$ cat src/rtl/project_pwm_peripheral_pkg.sv
// Shared definitions for the PWM peripheral: counting modes, direction
// encoding and the comparator's output action encodings.
package project_pwm_peripheral_pkg;

  localparam int unsigned MODE_WIDTH = 2;

  // Counting modes carried on i_mode
  localparam logic [MODE_WIDTH-1:0] MODE_STOP   = 2'b00;
  localparam logic [MODE_WIDTH-1:0] MODE_UP     = 2'b01;
  localparam logic [MODE_WIDTH-1:0] MODE_DOWN   = 2'b10;
  localparam logic [MODE_WIDTH-1:0] MODE_UPDOWN = 2'b11;

  // Count direction
  localparam logic DIR_UP   = 1'b1;
  localparam logic DIR_DOWN = 1'b0;

  // Output actions applied by the comparator on a match
  typedef enum logic [1:0] {
    ACT_NOTHING = 2'd0,
    ACT_CLEAR   = 2'd1,
    ACT_SET     = 2'd2,
    ACT_TOGGLE  = 2'd3
  } action_e;

endpackage

$ cat src/rtl/project_pwm_peripheral_prescaler.sv
// Prescaler tick decode for the PWM time base.
// Ports:
//   pcnt       - current prescaler count (held in the time base)
//   run        - time base is enabled in a counting mode
//   i_prescale - terminal prescaler value; a tick every i_prescale+1 clocks
//   o_tick     - combinational: this cycle's closing edge advances the counter
module project_pwm_peripheral_prescaler #(
  parameter int unsigned PRESCALE_WIDTH = 8
) (
  input  logic [PRESCALE_WIDTH-1:0] pcnt,
  input  logic                      run,
  input  logic [PRESCALE_WIDTH-1:0] i_prescale,
  output logic                      o_tick
);

  // >= so that lowering i_prescale below the running count still ticks
  assign o_tick = run && (pcnt >= i_prescale);

endmodule

$ cat src/rtl/project_pwm_peripheral_timebase.sv
// Time-base counter for the PWM peripheral, feeding the comparator.
// Supports up, down and up-down counting, a prescaler and a period shadow
// that reloads only when the counter enters zero.
// Ports:
//   i_clk, i_reset   - clock and synchronous active-high reset
//   i_enable         - count enable; counter holds when low
//   i_mode           - STOP / UP / DOWN / UPDOWN
//   i_prescale       - counter advances every i_prescale+1 clocks
//   i_period         - shadow period, transferred at the zero boundary
//   i_clear          - synchronous restart of the time base
//   o_counter        - current count (registered)
//   o_counter_next   - value taken at the next tick (combinational)
//   o_period         - active period (registered)
//   o_tick           - combinational tick strobe
//   o_dir            - count direction, 1 = up (registered)
module project_pwm_peripheral_timebase
  import project_pwm_peripheral_pkg::*;
#(
  parameter int unsigned WIDTH          = 16,
  parameter int unsigned PRESCALE_WIDTH = 8
) (
  input  logic                      i_clk,
  input  logic                      i_reset,
  input  logic                      i_enable,
  input  logic [1:0]                i_mode,
  input  logic [PRESCALE_WIDTH-1:0] i_prescale,
  input  logic [WIDTH-1:0]          i_period,
  input  logic                      i_clear,
  output logic [WIDTH-1:0]          o_counter,
  output logic [WIDTH-1:0]          o_counter_next,
  output logic [WIDTH-1:0]          o_period,
  output logic                      o_tick,
  output logic                      o_dir
);

  logic [PRESCALE_WIDTH-1:0] pcnt;
  logic                      run;
  logic                      tick;
  logic [WIDTH-1:0]          cnt_next;
  logic                      dir_next;

  assign run = i_enable && (i_mode != MODE_STOP);

  // Prescaler tick decode
  project_pwm_peripheral_prescaler #(
    .PRESCALE_WIDTH(PRESCALE_WIDTH)
  ) u_prescaler (
    .pcnt      (pcnt),
    .run       (run),
    .i_prescale(i_prescale),
    .o_tick    (tick)
  );

  assign o_tick         = tick;
  assign o_counter_next = cnt_next;

  // Next counter value and direction, shown continuously to the comparator
  always_comb begin
    cnt_next = o_counter;
    dir_next = o_dir;
    case (i_mode)
      MODE_UP: begin
        dir_next = DIR_UP;
        cnt_next = (o_counter >= o_period) ? '0 : o_counter + WIDTH'(1);
      end
      MODE_DOWN: begin
        dir_next = DIR_DOWN;
        cnt_next = ((o_counter == '0) || (o_counter > o_period)) ? o_period
                                                                  : o_counter - WIDTH'(1);
      end
      MODE_UPDOWN: begin
        if (o_dir == DIR_UP) begin
          if (o_counter >= o_period) begin
            // A zero period cannot turn around; stay parked at 0 counting up
            if (o_period == '0) begin
              cnt_next = '0;
              dir_next = DIR_UP;
            end else begin
              cnt_next = o_period - WIDTH'(1);
              dir_next = DIR_DOWN;
            end
          end else begin
            cnt_next = o_counter + WIDTH'(1);
          end
        end else begin
          if (o_counter == '0) begin
            cnt_next = (o_period == '0) ? '0 : WIDTH'(1);
            dir_next = DIR_UP;
          end else if (o_counter > o_period) begin
            cnt_next = o_period;
          end else begin
            cnt_next = o_counter - WIDTH'(1);
          end
        end
      end
      default: begin
        cnt_next = o_counter;
        dir_next = o_dir;
      end
    endcase
  end

  // Counter, prescaler, direction and period shadow state
  always_ff @(posedge i_clk) begin
    if (i_reset || i_clear) begin
      o_counter <= '0;
      pcnt      <= '0;
      o_dir     <= DIR_UP;
      o_period  <= i_period;
    end else begin
      if (!run || tick) begin
        pcnt <= '0;
      end else begin
        pcnt <= pcnt + PRESCALE_WIDTH'(1);
      end
      if (tick) begin
        o_counter <= cnt_next;
        o_dir     <= dir_next;
        // Period only changes as the counter enters zero so it is never torn
        if (cnt_next == '0) begin
          o_period <= i_period;
        end
      end
    end
  end

endmodule
$ cat config.mk
export PLATFORM = sky130hd
export DESIGN_NAME = project_pwm_peripheral_timebase
export DESIGN_NICKNAME = d
export VERILOG_FILES = /design/src/rtl/project_pwm_peripheral_pkg.sv /design/src/rtl/project_pwm_peripheral_prescaler.sv /design/src/rtl/project_pwm_peripheral_timebase.sv
export SDC_FILE = /design/constraint.sdc
export NUM_CORES = 1
export LEC_CHECK = 0
export CAP_MARGIN = 30
export CORE_MARGIN = 2
export CORE_UTILIZATION = 45
export DETAILED_ROUTE_END_ITERATION = 8
export PLACE_DENSITY_LB_ADDON = 0.1
export SYNTH_ARGS = -nofsm -noshare
export SYNTH_HDL_FRONTEND = slang
export SYNTH_SLANG_ARGS = --single-unit
$ cat constraint.sdc
create_clock -name i_clk -period 6 [get_ports i_clk]
set_input_delay 1.2 -clock i_clk [delete_from_list [all_inputs] [get_ports i_clk]]
set_output_delay 1.2 -clock i_clk [all_outputs]
set_load 0.005 [all_outputs]
* Word-level counts from Yosys, hierarchy flattened *
Cells that the tools add are included.

cells by class
  add/sub/neg operators = 4
  multiply operators = 0
  divide/modulo/power cells = 0
  order comparisons = 3
  eq/ne operators = 3
  shifts and indexed selects = 0
  mux-type cells = 17
  bitwise operators = 0
  reduce and logical (&&, ||, !) cells = 16

operator list
  kind                                                count
  2-to-1 mux 16 bit                                   10
  zero test 16 bit                                    3
  one-hot mux 16 bit (3 select lines)                 1
  subtractor 16 x 1 -> 16 bit, second input constant  2
  adder 16 x 1 -> 16 bit, second input constant       1
  >= comparator 16 bit                                1
  > comparator 16 bit                                 1
  adder 8 x 1 -> 8 bit, second input constant         1
  >= comparator 8 bit                                 1
  nonzero test 2 bit                                  3
  2-to-1 mux 1 bit                                    5
  == test 2 bit, second input constant                2
  AND reduction 2 bit                                 2
  logical OR 1 bit                                    3
  one-hot mux 1 bit (3 select lines)                  1
  nonzero test 3 bit                                  1
  == test 2 x 1 -> 1 bit, second input constant       1
  logical AND 1 bit                                   2
  OR reduction 2 bit                                  1
  zero test 1 bit                                     1

storage, ports and cells
  bits in registers = 41
  bits in latches = 0
  RAM bits = 0
  ROM bits = 0
  output and inout port bits = 50
  memories = 0

* Longest topological paths before layout *
  word-level depth = 9
  mapped depth = 14
  gate-level depth less buffers = 11

* By module *
From an unflattened synthesis, not the netlist that was laid out.

unflattened totals
  cell total of the unflattened synthesis = 581
  area, all modules = 4466.8 um^2

by module, submodules not included
  module                            times used  cells an instance  area each (um^2)  seq. area each (um^2)
  project_pwm_peripheral_timebase   1           554                4274.1            980.9
  project_pwm_peripheral_prescaler  1           27                 192.7             0.0

* Worst setup path after synthesis *
OpenSTA, ideal clock, no wires.

  kind = flip-flop to flip-flop
  start = register o_counter[0]
  end = register o_period[0] (enable)
  setup time = 0.392 ns
  arrival time = 3.979 ns
  data required time = 5.608 ns
  setup slack = 1.630 ns
  cell stages (with the launch flop) = 13
  buffers on the path = 2
  period minus slack after synthesis = 4.370 ns
  cell sequence = dfxtp_1 > clkbuf_1 > inv_1 > ha_1 > and4_1 > clkbuf_1 > o31ai_2 > a31oi_4 > a21oi_1 > o32ai_1 > mux4_2 > or4_1 > o31ai_2

on the way
  word-level cells in the longest chain between the ends = 8

RTL lines
  element                                                                    RTL line                                text
  from (decl)                                                                project_pwm_peripheral_timebase.sv:29   output logic [WIDTH-1:0] o_counter,
  from (signal assigned)                                                     project_pwm_peripheral_timebase.sv:117  o_counter <= cnt_next;
  subtractor 16 x 1 -> 16 bit / > comparator 16 bit (equally long branches)  --
  2-to-1 mux 16 bit                                                          project_pwm_peripheral_timebase.sv:89   end else if (o_counter > o_period) begin
  2-to-1 mux 16 bit                                                          project_pwm_peripheral_timebase.sv:86   if (o_counter == '0) begin
  2-to-1 mux 16 bit                                                          project_pwm_peripheral_timebase.sv:72   if (o_dir == DIR_UP) begin
  one-hot mux 16 bit (3 select lines) *                                      project_pwm_peripheral_timebase.sv:61   case (i_mode)
  named net o_counter_next[10]                                               project_pwm_peripheral_timebase.sv:30   output logic [WIDTH-1:0] o_counter_next,
  zero test 16 bit *                                                         project_pwm_peripheral_timebase.sv:120  if (cnt_next == '0) begin
  nonzero test 2 bit (no source line) *                                      --
  AND reduction 2 bit (no source line) *                                     --
  to (signal assigned)                                                       project_pwm_peripheral_timebase.sv:109  o_period <= i_period;
  to (signal assigned)                                                       project_pwm_peripheral_timebase.sv:121  o_period <= i_period;
  to (decl)                                                                  project_pwm_peripheral_timebase.sv:31   output logic [WIDTH-1:0] o_period,

The timed path passes the listed nets; every way through them passes the cells marked *.
A chain may end at the register's enable or synchronous reset.

* Worst setup path after layout *
  start = register o_period[14]
  end = output port o_counter_next[9]

on the way
  word-level cells in the longest chain between the ends = 5

RTL lines
  element                                                         RTL line
  > comparator 16 bit / zero test 16 bit (equally long branches)  project_pwm_peripheral_timebase.sv:68, project_pwm_peripheral_timebase.sv:89, project_pwm_peripheral_timebase.sv:75
  2-to-1 mux 16 bit (on tied branches)                            project_pwm_peripheral_timebase.sv:89, project_pwm_peripheral_timebase.sv:75
  2-to-1 mux 16 bit (on tied branches)                            project_pwm_peripheral_timebase.sv:86, project_pwm_peripheral_timebase.sv:73
  2-to-1 mux 16 bit                                               project_pwm_peripheral_timebase.sv:72
  one-hot mux 16 bit (3 select lines) *                           project_pwm_peripheral_timebase.sv:61
  to (decl)                                                       project_pwm_peripheral_timebase.sv:30

Every way passes the cells marked *; elsewhere a longest branch is shown, timed or not.

==> run_results.csv <==
group,metric,value,unit
finish,fillerInstances,962,
setup_path,worstPathMaxFanout,10,
finish,multi_input_comb_area,0.00336,mm2
floorplan,row_count,37,
power,p_total,0.756,mW
routing,post_route_wl,18400,um
power,total_leakage_power,2.19,nW
finish,finalNetCount,724,
min_path,min-delay-start,"pcnt[0]$_SDFF_PP0_",
global_routing,grt_use_total,0.324,
sta,final.period_utilization,0.947,
routing,ant_nets,0,
routing,detailroute.via_count,5201,
setup_path,rr_startpoint,"o_period[14]$_DFFE_PP_",
cts,cts_post_setup_buffers_inserted,0,
logic_synthesis,synth.area.top_cells,"dfxtp_1 (11%), edfxtp_1 (10%), ha_1 (8.1%)",
setup_path,timing.critical_path.slowest_cell_delay,0.62,ns
setup_path,cp_data_required_time,4.80,ns
setup_path,crit_top_cell,"nor3_1",
finish,final_common_cell,"clkdlybuf4s50_1",
flow_run,max_cap_violations,0,
logic_synthesis,synth_top_area_share,0.108,
logic_synthesis,postSynthAreaPerCell,7.88,um2
finish,antenna_cells_inserted,0,
logic_synthesis,synth.distinct_cells,77,
sta,fin_tns_setup,0,ns
setup_path,worst_path_cell_trace,"inv_1 > ha_1 > nand4_4 > nor4_4 > o31a_1 > nor3_1 > nor3_1 > o21ai_0 > a211oi_1 > clkdlybuf4s50_1",
sta,tightestPinTransition,0.761,ns
logic_synthesis,synth.net_count,650,
sta,report.final.setup_viol,0,
cts,post_cts_hold_buffer_count,0,
finish,final_util,0.566,
cts,cts-htree-levels,2,
sta,slew_headroom,0.490,
placement,hpwl,13700,um
cts,cts_inserted_buffers,5,
logic_synthesis,syn_inst,590,
finish,commonest_non_fill_non_tap_cells_in_the_layout,"clkdlybuf4s50_1 (79), nor2_1 (71), nand2_1 (45)",
routing,drt_first_pass_iters,6,
routing,post-route-drc-count,0,
power,max-vdd-ir-drop,0.000118,V
setup_path,setup.worst_path.class,"register to primary output",
cts,worstSkewPairLatency,0.33,ns
setup_path,crit-reg2reg-capture,"o_period[9]$_DFFE_PP_",
logic_synthesis,synthesis.area,0.00465,mm2
setup_path,cpMaxStageDelayCell,"nor4_4",
floorplan,boundaryPins,80,
placement,routabilityCongestion,0.988,
logic_synthesis,synth.ff_latch_count,41,
finish,final-seq-area,981,um2
floorplan,initial_utilization,0.456,
placement,io_buffer_count,79,
min_path,timing.hold.worst_endpoint,"pcnt[0]$_SDFF_PP0_",
power,p_per_area,131,mW/mm2
cts,cts_resized,0,
cts,cts_tree,"built",
min_path,min_delay_path_class,"register to register",
global_routing,grt_overflow_total,0,
status,status,"completed",
sta,rsz0062_at_grt,"false",
sta,post_route_skew,0.0248,ns
floorplan,die_span_y,106,um
finish,post_route_cells_drive_above_1_share,0.0947,
global_routing,grt_antenna_before_repair,0,
global_routing,grt_pass1_wl,27900,um
floorplan,die_area,0.0112,mm2
setup_path,worstRegToRegCells,13,
sta,final_max_slew_viol_count,0,
setup_path,critPathArrivalTime,4.48,ns
logic_synthesis,synthFlopType,"dfxtp_1",
logic_synthesis,seq_area_frac_synth,0.211,
logic_synthesis,synth-warning-count,0,
floorplan,core-area,0.0102,mm2
setup_path,rrSetupSlack,1.08,ns
sta,clock.fmax,0.176,GHz
min_path,holdPathStages,1,
routing,initialDrtViolationCount,654,
global_routing,grt_max_degree,33,
cts,cts-root-buf,"clkbuf_8",
cts,tritoncts_num_sinks,41,
floorplan,floorplan.die.width,106,um
sta,final-hold-violation-count,0,
cts,clk_path_buf_depth,2,
sta,fin_crit,5.68,ns
routing,route.detailed.vias_per_inst,6.49,
setup_path,crit_path_start_kind,"register",
finish,area.growth.synth_to_final,24.0,%
cts,path_clk_slew,0.08,ns
logic_synthesis,synthDominantAreaCellType,"dfxtp_1",
routing,wl_per_cell,22.9,um
logic_synthesis,synth_enable_flop_cells,16,
setup_path,end_kind,"primary output",
logic_synthesis,ys_async_sr_fraction,0,
global_routing,grt_pass1_vias,4867,
[final cells by class]
type / count / share of cell area
inverters: 36 / 0.0235
multi-input cells: 473 / 0.584
clock buffers: 6 / 0.0126
flip-flops and latches: 41 / 0.170
clock inverters: 2 / 0.00673
well taps: 136 / 0.0295
repair buffers: 107 / 0.174
[flip-flops by register name, indices dropped and copies added (netlist names)]
signal,cells
o_counter,16
o_dir,1
o_period,16
pcnt,8
[routing by layer]
metal  global-route usage  share of wire
met5                    0              0
met2                0.504           0.44
met4                0.109          0.036
met1                0.445           0.41
met3               0.0711           0.11
[synth_stat cells, drive strengths merged, types with 6 or more instances]
master   n
o31ai    7
clkbuf  25
a21oi   20
o311ai   6
dfxtp   25
a211oi  10
xor2    15
nor2    72
edfxtp  16
buf     15
a31oi    9
nand4   15
mux2i   27
a311oi   6
o21ai   31
nor3    20
xnor2   27
nand2   45
ha      30
and3     7
nand3   29
inv     35
and2     6
nor4    17
o211ai   8
[power by group]
group	switching, mW	total, mW	internal, mW	leakage (nW)
clock network	0.120	0.245	0.125	0.0554
logic	0.0978	0.188	0.0901	1.77
registers	0.0218	0.323	0.301	0.364
[metrics by stage]
step,hold WS [ns],area (um2),worst slack (ns),std cells
2_1_floorplan,0.448,4650,1.63,590
3_3_place_gp,0.474,5650,0.751,793
3_5_place_dp,0.477,5650,0.823,793
4_1_cts,0.498,5760,0.483,801
5_1_grt,0.533,5760,0.179,801
6_report,0.490,5760,0.317,801
[critical path, delay by kind of cell (launching register included)]
family	cells	cell delay [ns]
AND/OR/NAND/NOR	4	1.28
AO/OA/AOI/OAI	3	1.23
buffers and inverters	2	0.79
flip-flops	1	0.47
adder cells (fa/ha/maj)	1	0.40
[cells by family (layout without fill, tap and decap cells)]
logic type | Yosys count | after routing | share of synthesized area
buf+inv | 76 | 151 | 0.0681
fa+ha+maj | 30 | 30 | 0.0808
xor+xnor | 42 | 42 | 0.0791
flops | 41 | 41 | 0.211
mux | 31 | 31 | 0.0703
compound gates | 139 | 139 | 0.231
simple gates | 231 | 231 | 0.259
[worst max path at each step]
stage	start	endpoint	depth (start not counted)
after floorplan	o_counter[0]$_SDFFE_PP0P_	o_period[0]$_DFFE_PP_	12
after global placement	o_period[14]$_DFFE_PP_	o_counter_next[9]	10
after detailed placement	o_period[14]$_DFFE_PP_	o_counter_next[9]	10
after CTS	o_period[14]$_DFFE_PP_	o_counter_next[9]	10
after global routing	o_period[14]$_DFFE_PP_	o_counter_next[9]	10
final	o_period[14]$_DFFE_PP_	o_counter_next[9]	10
Note: power is estimated with default switching activity, not from simulation.
==> variant 1, RTL diff (same flow settings) <==
`PRESCALE_WIDTH` is set to 8 in 2 places; all go to 10.
--- a/src/rtl/project_pwm_peripheral_prescaler.sv
+++ b/src/rtl/project_pwm_peripheral_prescaler.sv
@@ -7,3 +7,3 @@
 module project_pwm_peripheral_prescaler #(
-  parameter int unsigned PRESCALE_WIDTH = 8
+  parameter int unsigned PRESCALE_WIDTH = 10
 ) (
--- a/src/rtl/project_pwm_peripheral_timebase.sv
+++ b/src/rtl/project_pwm_peripheral_timebase.sv
@@ -19,3 +19,3 @@
   parameter int unsigned WIDTH          = 16,
-  parameter int unsigned PRESCALE_WIDTH = 8
+  parameter int unsigned PRESCALE_WIDTH = 10
 ) (
Interface: changed (resized i_prescale); port bits go from 80 to 82. The function was not compared with the original's and may differ.
==> variant 1 against the original RTL <==
- critical path depth is 1 higher
- first-iteration DRC count is 17% lower
- total power is 2.3% lower
- highest routed layer unchanged
- synthesized area is 5.0% lower
- setup slack better by 7.9 ps
- final area is 4.3% lower
- wire length is 12% lower
- sequential cell count is 2 higher
- core utilization is 0.61 points higher
==> variant 1: results (changes against the original RTL) <==
[drt]
vias = 4841  ; -6.9%
detail_route.first_pass.iterations = 5  ; -1
met2_length_um = 7040  ; -14%
routedWlPerCell_um = 20.9  ; -8.6%
drt-initial-drc-count = 546  ; -17%
dr_wl_met3_um = 1810  ; -13%
routedLengthMet1_um = 6830  ; -8.7%

[yosys]
synth-seq-area-share_pct = 23.1  ; +2.0 points
synth.top_cells.by_count = 58 x nor2_1, 38 x o21ai_0, 37 x inv_1, 36 x nand2_1, 34 x xnor2_1
synth.area.top_cells = dfxtp_1 12%, edfxtp_1 11%, ha_1 9.1%
synth_seq_cells = 43  ; +4.9%
synthesis.yosys.warnings = 0  ; unchanged
yosys.cell_types.count = 74  ; -3.9%
synth.net_count = 627  ; -3.5%

[worst_hold_path]
min-delay-path-class = flip-flop to flip-flop

[setup_path]
cp_max_fo = 15  ; +5
cpPeakStageDelay_ps = 590  ; -30 ps
worst-endpoint-arrival_ps = 4470  ; about the same
critical_path.endpoint = o_counter_next[7]
r2r_setup_slack_ps = 1240  ; +160 ps
critical_path.slowest_cell = clkdlybuf4s50_1

[place]
routabilityCongestion = 1.13  ; +15%
dpl.hpwl_um = 12000  ; -12%
numPortBuffers = 81  ; +2.5%

[power_and_ir_drop]
share_comb_of_total_power_pct = 21.2  ; -3.6 points
irDropWorstVdd_mv = 0.177  ; +50%
part_of_the_power_in_registers_pct = 45.4  ; +2.7 points
leakagePower_nw = 2.29  ; +4.6%
cellInternalPower_w = 0.000519  ; +0.41%

[finish]
finalNetCount = 700  ; -3.3%
fillerInstances = 935  ; -2.8%
reg.largest.list = o_counter: 16 flops, o_period: 16 flops, pcnt: 10 flops

[timing]
fin_hold_ws_ps = 515  ; +25.3 ps
worst_setup_skew_after_layout_ps = 10.6  ; -14.2 ps
worstMarginPinSlew_ps = 879  ; +119 ps

[global_route]
fraction_of_met1_tracks_used_by_global_routing_pct = 44.6  ; +0.11 points
grt_antenna_before_repair = 0  ; unchanged
grtUsageMet2_pct = 47.3  ; -3.1 points
maximum_number_of_pins_on_one_net_before_global_route_repair = 29  ; -12%
grt_usage_pct = 31.0  ; -1.4 points
met3_usage_pct = 5.97  ; -1.1 points
grt_pass1_wl_um = 24600  ; -12%
number_of_global_route_vias_before_repair = 4351  ; -11%

[status]
outcome = completed

[cts]
ctsHtreeMaxLevel = 2  ; unchanged
clock-root-buffer = clkbuf_8
clk_transition_reported_paths_ps = 90

[variant 1: area by class of cell]
cell class | count | share of cell area, %
repair buffers | 103 | 17.7
clock inverters | 3 | 0.772
well taps | 133 | 3.02
flip-flops and latches | 43 | 18.5
clock buffers | 5 | 1.25
multi-input cells | 446 | 56.2
inverters | 37 | 2.52
[variant 1: per-stage QoR]
step                      total power (W)  instances  setup slack, ps  cell area, um^2
final                            0.000739        770              325             5510
after global routing             0.000771        770             30.9             5510
after CTS                        0.000744        770              430             5510
after detailed placement         0.000495        762              816             5400
after global placement           0.000494        762              871             5400
after floorplan                  0.000407        563             1640             4420
[variant 1: cells by family after synthesis]
logic type / synth area share (%)
AO/OA/AOI/OAI: 23.1
XOR/XNOR: 9.32
adder cells (fa/ha/maj): 9.07
buffers and inverters: 6.80
flip-flops: 23.1
multiplexers: 4.14
AND/OR/NAND/NOR: 24.5
==> variant 2, RTL diff (same flow settings) <==
Made on the original files. Put one more register stage on the output `o_counter`. The value now appears one clock later. The other outputs are not delayed to match. Comments in the files are not updated.
--- a/src/rtl/project_pwm_peripheral_timebase.sv
+++ b/src/rtl/project_pwm_peripheral_timebase.sv
@@ -35,2 +35,4 @@
 
+  logic [WIDTH-1:0] o_counter_s0;
+
   logic [PRESCALE_WIDTH-1:0] pcnt;
@@ -58,3 +60,3 @@
   always_comb begin
-    cnt_next = o_counter;
+    cnt_next = o_counter_s0;
     dir_next = o_dir;
@@ -63,3 +65,3 @@
         dir_next = DIR_UP;
-        cnt_next = (o_counter >= o_period) ? '0 : o_counter + WIDTH'(1);
+        cnt_next = (o_counter_s0 >= o_period) ? '0 : o_counter_s0 + WIDTH'(1);
       end
@@ -67,4 +69,4 @@
         dir_next = DIR_DOWN;
-        cnt_next = ((o_counter == '0) || (o_counter > o_period)) ? o_period
-                                                                  : o_counter - WIDTH'(1);
+        cnt_next = ((o_counter_s0 == '0) || (o_counter_s0 > o_period)) ? o_period
+                                                                  : o_counter_s0 - WIDTH'(1);
       end
@@ -72,3 +74,3 @@
         if (o_dir == DIR_UP) begin
-          if (o_counter >= o_period) begin
+          if (o_counter_s0 >= o_period) begin
             // A zero period cannot turn around; stay parked at 0 counting up
@@ -82,12 +84,12 @@
           end else begin
-            cnt_next = o_counter + WIDTH'(1);
+            cnt_next = o_counter_s0 + WIDTH'(1);
           end
         end else begin
-          if (o_counter == '0) begin
+          if (o_counter_s0 == '0) begin
             cnt_next = (o_period == '0) ? '0 : WIDTH'(1);
             dir_next = DIR_UP;
-          end else if (o_counter > o_period) begin
+          end else if (o_counter_s0 > o_period) begin
             cnt_next = o_period;
           end else begin
-            cnt_next = o_counter - WIDTH'(1);
+            cnt_next = o_counter_s0 - WIDTH'(1);
           end
@@ -96,3 +98,3 @@
       default: begin
-        cnt_next = o_counter;
+        cnt_next = o_counter_s0;
         dir_next = o_dir;
@@ -105,3 +107,3 @@
     if (i_reset || i_clear) begin
-      o_counter <= '0;
+      o_counter_s0 <= '0;
       pcnt      <= '0;
@@ -116,3 +118,3 @@
       if (tick) begin
-        o_counter <= cnt_next;
+        o_counter_s0 <= cnt_next;
         o_dir     <= dir_next;
@@ -126,2 +128,6 @@
 
+  always_ff @(posedge i_clk) begin
+    o_counter <= o_counter_s0;
+  end
+
 endmodule
Function: changed (a bounded check fails within 4 cycles, from zero or initial values).
==> variant 2 against the original RTL <==
- worst hold slack better by 11 ps
- synthesized area up 8.6%
- combinational power down 3%
- final area rose by 7.7%
- wire length rose by 5.9%
- setup slack better by 220 ps
- non-clock buffer count down 2
- critical path type unchanged
- first-iteration DRC count fell by 1.5%
- total power increased by 32%
- sequential cell count increased by 16
==> variant 2: results (changes against the original RTL) <==
[status]
outcome = completed

[yosys]
synth.area.top_cells = dfxtp_1 16%, edfxtp_1 9.5%, ha_1 7.4%
synth_xor_xnor_area_share_pct = 6.42  ; -1.5 points
synth-seq-area-share_pct = 25.8  ; +4.7 points
muxShareOfSynthArea_pct = 1.69  ; -5.3 points
synth-compound-area-share_pct = 25.0  ; +1.9 points
synth.net_count = 683  ; +5.1%
synth.top_cells.by_count = 54 x nor2_1, 48 x nand2_1, 41 x dfxtp_1, 35 x a21oi_1, 32 x inv_1
synth.avg_cell_area_um2 = 8.10  ; +2.9%
synthAdderAreaFrac_pct = 7.43  ; -0.64 points
yosys.cell_types.count = 87  ; +13%

[place]
dpl.hpwl_um = 14700  ; +7.7%
dpl.cell_count = 825  ; +4.0%
routabilityCongestion = 1.00  ; +1.8%

[setup_path]
worstSetupStartpoint = o_period[14]
path_delay_family = compound AO/OA/AOI/OAI gates
worst_r2r_startpoint = o_counter_s0[7]
r2r_cells = 11  ; -2
critical_path.slowest_cell = edfxtp_1
critical_path.reg2reg.endpoint = o_period[14]
critical_path.endpoint = o_counter_next[10]
worst-endpoint-arrival_ps = 4260  ; -220 ps
r2r_setup_slack_ps = 1150  ; +70 ps

[finish]
reg.largest.list = o_counter: 16 flops, o_counter_s0: 16 flops, o_period: 16 flops
post_route_cells_drive_above_1_share_pct = 11.1  ; +1.7 points
finalNetCount = 756  ; +4.4%
stdcell_count = 841  ; +5.0%

[global_route]
grtUsageMet2_pct = 48.2  ; -2.2 points
grt_usage_pct = 33.2  ; +0.80 points
number_of_global_route_vias_before_repair = 5079  ; +4.4%
maximum_number_of_pins_on_one_net_before_global_route_repair = 24  ; -27%
fraction_of_met1_tracks_used_by_global_routing_pct = 47.2  ; +2.7 points
met3_usage_pct = 6.40  ; -0.71 points

[cts]
clk_lat_worst_skew_ps = 360  ; +30 ps
cts_inserted_buffers = 9  ; +4
ctsHtreeMaxLevel = 3  ; +1

[drt]
routedWlPerCell_um = 23.1  ; +0.84%
drt-initial-drc-count = 644  ; -1.5%
detail_route.first_pass.iterations = 5  ; -1
route.detailed.vias_per_inst = 6.48  ; -0.25%

[timing]
worst_setup_skew_after_layout_ps = 11.0  ; -13.9 ps
worstMarginPinSlew_ps = 997  ; +237 ps

[power_and_ir_drop]
irDropWorstVdd_mv = 0.191  ; +63%
leakagePower_nw = 2.44  ; +11%

## variant 2: worst register-to-register path, cell delays in order (launching register included)
cell      delay, ps
dfxtp_1         710
ha_1            390
a41oi_2         160
o21ai_1         120
a22o_2          360
nor3_2          860
o211ai_1        210
a311oi_1        240
o22ai_1         210
or4_1           660
o31ai_2         330
buf_4           290
## variant 2: worst min-delay path by stage
stage | startpoint | slack, ps | depth (start not counted) | end
after global routing | o_counter_s0[0] | 540 | 0 | o_counter[0]
after CTS | pcnt[0] | 510 | 1 | pcnt[0]
after global placement | pcnt[0] | 470 | 1 | pcnt[0]
final | pcnt[0] | 500 | 1 | pcnt[0]
after detailed placement | pcnt[0] | 490 | 1 | pcnt[0]
after floorplan | o_counter_s0[10] | 350 | 0 | o_counter[10]
## variant 2: routing by layer
layer	vias to the layer above	wire length [um]
met4	0	752
met2	330	8200
li1	2501	-
met3	50	2020
met5	-	0
met1	2566	8470
## variant 2: power by group
group	switching (W)	internal [W]
combinational	0.0000956	0.0000871
sequential	0.0000222	0.000408
clock	0.000163	0.000225
total	0.000281	0.000720
## variant 2: kinds of logic (layout without fill, tap and decap cells)
family / Yosys count / after routing
simple gates: 241 / 241
compound gates: 172 / 172
buf+inv: 78 / 156
flops: 57 / 57
xor+xnor: 37 / 37
fa+ha+maj: 30 / 30
mux: 8 / 8
## variant 2: per-stage QoR
stage / cell area [um^2] / worst slack, ps
after CTS: 6210 / 603
final: 6210 / 540
after global placement: 5990 / 524
after detailed placement: 5990 / 641
after global routing: 6210 / 223
after floorplan: 5050 / 1610
## variant 2: area by class of cell
type | instances | area [um^2]
multi-input cells | 488 | 3400
clock inverters | 4 | 48.8
well taps | 140 | 175
fillers | 1021 | 4680
clock buffers | 12 | 165
flip-flops and latches | 57 | 1300
inverters | 35 | 131
repair buffers | 105 | 986
